## src/rtl/ram_access_arbiter.sv

```systemverilog
// ram_access_arbiter: owns the write and read ports of a 2**ADDR_W x DATA_W
// dual-port RAM. Two requesters share the write port through a req/gnt
// handshake, a CLEAR sequence zero-fills the whole RAM, and the read address
// is advanced by a free-running, tick-paced scanner.
// Optional feature macro: ARB_FIXED_PRIO_EN (fixed A-over-B priority instead
// of round-robin).
`timescale 1ns/1ps

module ram_access_arbiter #(
    parameter int ADDR_W   = 5,
    parameter int DATA_W   = 8,
    parameter int TICK_DIV = 10
) (
    input  logic              CLK,
    input  logic              RESET,
    input  logic              REQ_A,
    input  logic [ADDR_W-1:0] ADDR_A,
    input  logic [DATA_W-1:0] DATA_A,
    output logic              GNT_A,
    input  logic              REQ_B,
    input  logic [ADDR_W-1:0] ADDR_B,
    input  logic [DATA_W-1:0] DATA_B,
    output logic              GNT_B,
    input  logic              CLEAR_REQ,
    output logic              CLEAR_DONE,
    output logic              BUSY,
    input  logic              SCAN_EN,
    output logic [ADDR_W-1:0] WRADDRESS,
    output logic [DATA_W-1:0] WDATA,
    output logic              WREN,
    output logic [ADDR_W-1:0] RDADDRESS
);

    localparam int TICK_W = (TICK_DIV > 1) ? $clog2(TICK_DIV) : 1;

    typedef enum logic [0:0] {ST_IDLE, ST_CLEAR} state_t;

    state_t            state_reg, state_next;
    logic [ADDR_W-1:0] clr_cnt_reg, clr_cnt_next;
    logic              last_b_reg, last_b_next;    // 1: B was granted most recently
    logic [1:0]        gnt_reg, gnt_next;          // bit 0 = A, bit 1 = B
    logic              wren_reg, wren_next;
    logic [ADDR_W-1:0] waddr_reg, waddr_next;
    logic [DATA_W-1:0] wdata_reg, wdata_next;
    logic              done_reg, done_next;
    logic [TICK_W-1:0] tick_reg;
    logic [ADDR_W-1:0] rdaddr_reg;

    logic [1:0]        req_vec;
    logic [1:0]        eligible;
    logic              pick_a;
    logic              pick_b;

    assign req_vec = {REQ_B, REQ_A};

    // A requester whose grant is on the port right now is still showing its
    // old REQ; mask it so one request never yields two grants.
    generate
        for (genvar gi = 0; gi < 2; gi++) begin : g_elig
            assign eligible[gi] = req_vec[gi] & ~gnt_reg[gi];
        end
    endgenerate

    // Winner selection among eligible requesters
`ifdef ARB_FIXED_PRIO_EN
    // A owns the port whenever it is asserting REQ; B only gets through once
    // A has let go, so a continuously requesting A yields A,-,A,-,...
    assign pick_a = eligible[0];
    assign pick_b = eligible[1] & ~REQ_A;
`else
    // Round-robin: on a tie the requester not granted last time wins.
    assign pick_a = eligible[0] & (~eligible[1] | last_b_reg);
    assign pick_b = eligible[1] & (~eligible[0] | ~last_b_reg);
`endif

    // Next-state and next-output logic for the IDLE/CLEAR controller
    always_comb begin
        state_next   = state_reg;
        clr_cnt_next = clr_cnt_reg;
        last_b_next  = last_b_reg;
        gnt_next     = 2'b00;
        wren_next    = 1'b0;
        waddr_next   = waddr_reg;
        wdata_next   = wdata_reg;
        done_next    = 1'b0;
        case (state_reg)
            ST_IDLE: begin
                if (CLEAR_REQ) begin
                    // Clear takes precedence; pending requests simply wait.
                    state_next   = ST_CLEAR;
                    clr_cnt_next = '0;
                end else if (pick_a) begin
                    gnt_next    = 2'b01;
                    wren_next   = 1'b1;
                    waddr_next  = ADDR_A;
                    wdata_next  = DATA_A;
                    last_b_next = 1'b0;
                end else if (pick_b) begin
                    gnt_next    = 2'b10;
                    wren_next   = 1'b1;
                    waddr_next  = ADDR_B;
                    wdata_next  = DATA_B;
                    last_b_next = 1'b1;
                end
            end
            ST_CLEAR: begin
                wren_next    = 1'b1;
                waddr_next   = clr_cnt_reg;
                wdata_next   = '0;
                clr_cnt_next = clr_cnt_reg + 1'b1;
                if (clr_cnt_reg == '1) begin
                    // Done pulse coincides with the top-address write.
                    state_next = ST_IDLE;
                    done_next  = 1'b1;
                end
            end
            default: state_next = ST_IDLE;
        endcase
    end

    // Controller state and registered RAM write-port outputs
    always_ff @(posedge CLK) begin
        if (!RESET) begin
            state_reg   <= ST_IDLE;
            clr_cnt_reg <= '0;
            last_b_reg  <= 1'b1;
            gnt_reg     <= 2'b00;
            wren_reg    <= 1'b0;
            waddr_reg   <= '0;
            wdata_reg   <= '0;
            done_reg    <= 1'b0;
        end else begin
            state_reg   <= state_next;
            clr_cnt_reg <= clr_cnt_next;
            last_b_reg  <= last_b_next;
            gnt_reg     <= gnt_next;
            wren_reg    <= wren_next;
            waddr_reg   <= waddr_next;
            wdata_reg   <= wdata_next;
            done_reg    <= done_next;
        end
    end

    // Read-address scanner: one step every TICK_DIV enabled cycles, wraps at top
    always_ff @(posedge CLK) begin
        if (!RESET) begin
            tick_reg   <= '0;
            rdaddr_reg <= '0;
        end else if (!SCAN_EN) begin
            tick_reg   <= '0;
        end else if (tick_reg == TICK_W'(TICK_DIV - 1)) begin
            tick_reg   <= '0;
            rdaddr_reg <= rdaddr_reg + 1'b1;
        end else begin
            tick_reg   <= tick_reg + 1'b1;
        end
    end

    assign GNT_A      = gnt_reg[0];
    assign GNT_B      = gnt_reg[1];
    assign WREN       = wren_reg;
    assign WRADDRESS  = waddr_reg;
    assign WDATA      = wdata_reg;
    assign CLEAR_DONE = done_reg;
    assign BUSY       = (state_reg == ST_CLEAR);
    assign RDADDRESS  = rdaddr_reg;

endmodule
```

## config.mk

```make
export PLATFORM = sky130hd
export DESIGN_NAME = ram_access_arbiter
export DESIGN_NICKNAME = d
export VERILOG_FILES = /design/src/rtl/ram_access_arbiter.sv
export SDC_FILE = /design/constraint.sdc
export NUM_CORES = 1
export LEC_CHECK = 0
export BUFFER_PORTS_ARGS = -buffer_cell sky130_fd_sc_hd__buf_2
export CAP_MARGIN = 20
export CELL_PAD_IN_SITES_DETAIL_PLACEMENT = 2
export CELL_PAD_IN_SITES_GLOBAL_PLACEMENT = 2
export CORE_ASPECT_RATIO = 1.5
export CORE_MARGIN = 10
export CORE_UTILIZATION = 30
export DETAILED_ROUTE_END_ITERATION = 8
export GPL_TIMING_DRIVEN = 0
export MAX_ROUTING_LAYER = met4
export PLACE_DENSITY_LB_ADDON = 0.1
export REMOVE_ABC_BUFFERS = 1
export SYNTH_ARGS = -nofsm -noshare
export SYNTH_HDL_FRONTEND = slang
export SYNTH_SLANG_ARGS = --single-unit
```

## constraint.sdc

```tcl
create_clock -name CLK -period 2.6 [get_ports CLK]
set_clock_uncertainty 0.05 [all_clocks]
set_input_delay 0.52 -clock CLK [delete_from_list [all_inputs] [get_ports CLK]]
set_output_delay 0.52 -clock CLK [all_outputs]
set_load 0.02 [all_outputs]
```

==> results.txt <==
Floorplan Core Area -> 4810 um^2
Worst Setup Start Kind -> flop
Critical register-to-register path endpoint -> WDATA[4]
Number of storage elements in the synthesis netlist -> 33
Clock tree buffer depth -> 2
Number of search-and-repair iterations in the first detailed-routing pass -> 2
Highest-delay cell along the critical path -> or4b_1
Fin crit period -> 2.21 ns
Most used flip-flop cell after synthesis -> dfxtp_1
Count of final hold-check violations -> 0
Die H -> 106 um
Slew at the pin closest to its max-slew limit -> 0.973 ns
Stage delay of the slowest cell on the critical path -> 0.64 ns
Final setup violation count -> 0
Unique masters post-synth -> 37
Layout cells sized above 1 -> 36.3%
Power per unit of standard cell area -> 564 nW/um^2
Count of H-tree levels built during CTS -> 2
Worst min-delay path category -> reg -> reg
Final layout net count -> 248
Clock insertion delay at the later pin of the skew report -> 0.28 ns
Classification of the worst setup path -> reg -> reg
Depth of the worst hold-timing path -> 2
Reg2reg start -> BUSY
RSZ-0062 raised after global routing -> no
I/O pin cnt -> 55
Weighted congestion reported at the end of routability-driven placement -> 0.746
Maximum frequency from static timing analysis -> 452 MHz
Layout overhead on the synthesized area -> 27.3%
Resize count post-CTS -> 0
Maximum Capacitance Violations -> 0
Terminating pin of the worst hold path -> WDATA[7]
GRT Total Usage -> 12.8%
Total power consumption of the routed design -> 0.00106 W
Critical path, cell by cell -> or4b_1, nor2_2, a22oi_2, a21oi_2
Die width -> 77.4 um
HPWL after DPL -> 3.81 mm
Number of buffers inserted to repair setup after CTS -> 0
Portion of netlist area occupied by mux cells -> 0.675%
Via count of the first global-routing pass -> 1644
Buffers on Ports -> 54
Antenna fix cells -> 0
Number of filler instances in the final layout -> 594
Result of the run -> completed
Normalized max-slew margin -> 35.0%
CP Capture Type -> flop
Die outline area -> 8210 um^2
Post-detailed-route wirelength per cell -> 18.2 um
Static leakage -> 0.807 nW
Cell types occupying the most area after synthesis -> dfxtp_1 (45%), a22oi_2 (5.9%), nor2_1 (4.6%)
Crit path DAT -> 2.36 ns
Gate count after technology mapping -> 159
Mapped cell area -> 1480 um^2
Largest area contributor in the synthesized netlist -> dfxtp_1
Internal reg-to-reg setup slack -> 0.39 ns
Aggregate routed wire length -> 5.05 mm
Iter 0 DRT Violations -> 57
Number of buffers added by the clock tree synthesis step -> 5
Initial Utilization -> 30.8%
Number of enable-type register cells in the synthesized netlist -> 0
CTS tree -> yes
Reg2Reg Depth -> 4
Remaining Overflow, GRT -> 0
Share of the clock period used by the worst path -> 85.1%
Hold Crit Start -> WDATA[7]
Hold buffer count at cts -> 0
Final setup margin -> 0.388 ns
Post-route antenna net violation count -> 0
Max-slew violations -> 0
Max FFs per register -> 8
Number of placement rows -> 31
Wire length of the first global-routing pass -> 8.21 mm
Via Count -> 1409
Synth Area in Adders -> 4.22%
Area share of and/or/nand/nor cells after synthesis -> 20.3%
Share of the synthesized area in the top cell type -> 44.6%
# DRC -> 0
Setup slack at placement -> 0.292 ns
Post-synthesis area per instance -> 9.32 um^2
CTS clk-pin slew, worst paths -> 0.07 ns
Top fanout value on the critical path -> 16
Detail-routed via count per cell -> 5.07
Dominant combinational cell family by area after synthesis -> compound AO/OA/AOI/OAI gates
Number of antenna violations at the first check in global routing -> 0
Proportion of register bits with asynchronous set or reset after synthesis -> 0%
Root Buffer Master -> clkbuf_8
Critical path data required time -> 2.75 ns
Number of warnings issued by yosys -> 0
Clock sinks -> 33
Post-synthesis compound-gate area fraction -> 22.7%
Proportion of synthesized chip area in sequential cells -> 44.6%
Pin count of the biggest net entering global routing -> 27
Parity-gate share of the synthesized area counting xor and xnor cells -> 3.54%
Peak VDD IR -> 0.189 mV
## power by group
part	total [W]	internal, W	switching, W
clock network	0.000373	0.000185	0.000187
logic	0.000149	0.0000550	0.0000943
registers	0.000542	0.000524	0.0000173
total	0.00106	0.000765	0.000299
## area by class of cell
cell class	instances	area [um^2]	share of cell area (%)
clock buffers	6	72.6	3.85
clock inverters	2	10.0	0.531
inverters	4	15.0	0.796
multi-input cells	113	776	41.1
flip-flops and latches	33	661	35.0
well taps	66	82.6	4.38
repair buffers	54	270	14.3
## cells in the mapped netlist (2+ instances only)
cell / number
a31oi_1: 5
clkbuf_1: 6
nand2b_1: 2
nor3b_1: 2
xor2_1: 4
nand3_1: 9
a22oi_2: 7
o21ai_0: 2
a21oi_2: 7
and2_1: 3
a32oi_1: 2
and3_1: 3
dfxtp_1: 33
xnor2_1: 2
a22oi_1: 3
ha_1: 5
a21oi_1: 9
nor3_1: 4
nor2_1: 18
buf_2: 2
inv_1: 4
nand2_1: 7
nand4_1: 6
## through the flow
step           hold slack, ns  cell area [um^2]  setup TNS (ns)  util, %  std cells
6_report                0.418              1890               0     39.2        278
5_1_grt                 0.441              1890               0     39.2        278
4_1_cts                 0.420              1890               0     39.2        278
3_5_place_dp            0.410              1800               0     37.5        270
3_3_place_gp            0.401              1790         -0.0623     37.3        270
2_1_floorplan           0.383              1440               0        -        150
## critical path, delay by kind of cell, from the launching register on
family,cells,cell delay [ns]
AOI/OAI and AO/OA,2,0.41
DFF,1,0.50
and+or+nand+nor,2,1.17
## layout by cell type, fill, tap and decap left out, types with 2 or more instances in the layout
master,n
nor3b_1,2
nand2b_1,2
nand2_1,7
inv_1,4
a21oi_1,9
o21ai_0,2
nor3_1,4
and3_1,3
clkinv_2,2
xnor2_1,2
ha_1,5
nor2_1,18
buf_2,54
a32oi_1,2
nand3_1,9
a22oi_1,3
clkbuf_8,5
a31oi_1,5
and2_1,3
nand4_1,6
xor2_1,4
a22oi_2,7
dfxtp_1,33
a21oi_2,7
## worst max-delay path by stage
stage,from,end,cells after the start
3_3_place_gp,REQ_A,WDATA[7],5
2_1_floorplan,REQ_A,WDATA[7],4
3_5_place_dp,CLEAR_REQ,WDATA[7],5
5_1_grt,BUSY,WDATA[7],4
6_report,BUSY,WDATA[4],4
4_1_cts,BUSY,WDATA[4],4
## logic make-up (layout without fill, tap and decap cells)
group,Yosys count,after routing
adders and majority gates,5,5
xor gates and xnor gates,6,6
buffers and inverters,13,66
DFF,33,33
and+or+nand+nor,59,59
muxes,1,1
AOI/OAI and AO/OA,42,42
## routing by layer
layer	global-route usage (%)	share of wire (%)	vias up
met5	-	0	-
met4	4.19	1.7	0
met3	3.29	3.5	7
met2	23.9	58	33
met1	12.4	37	689
li1	-	-	680
(Power assumes the default switching activity.)
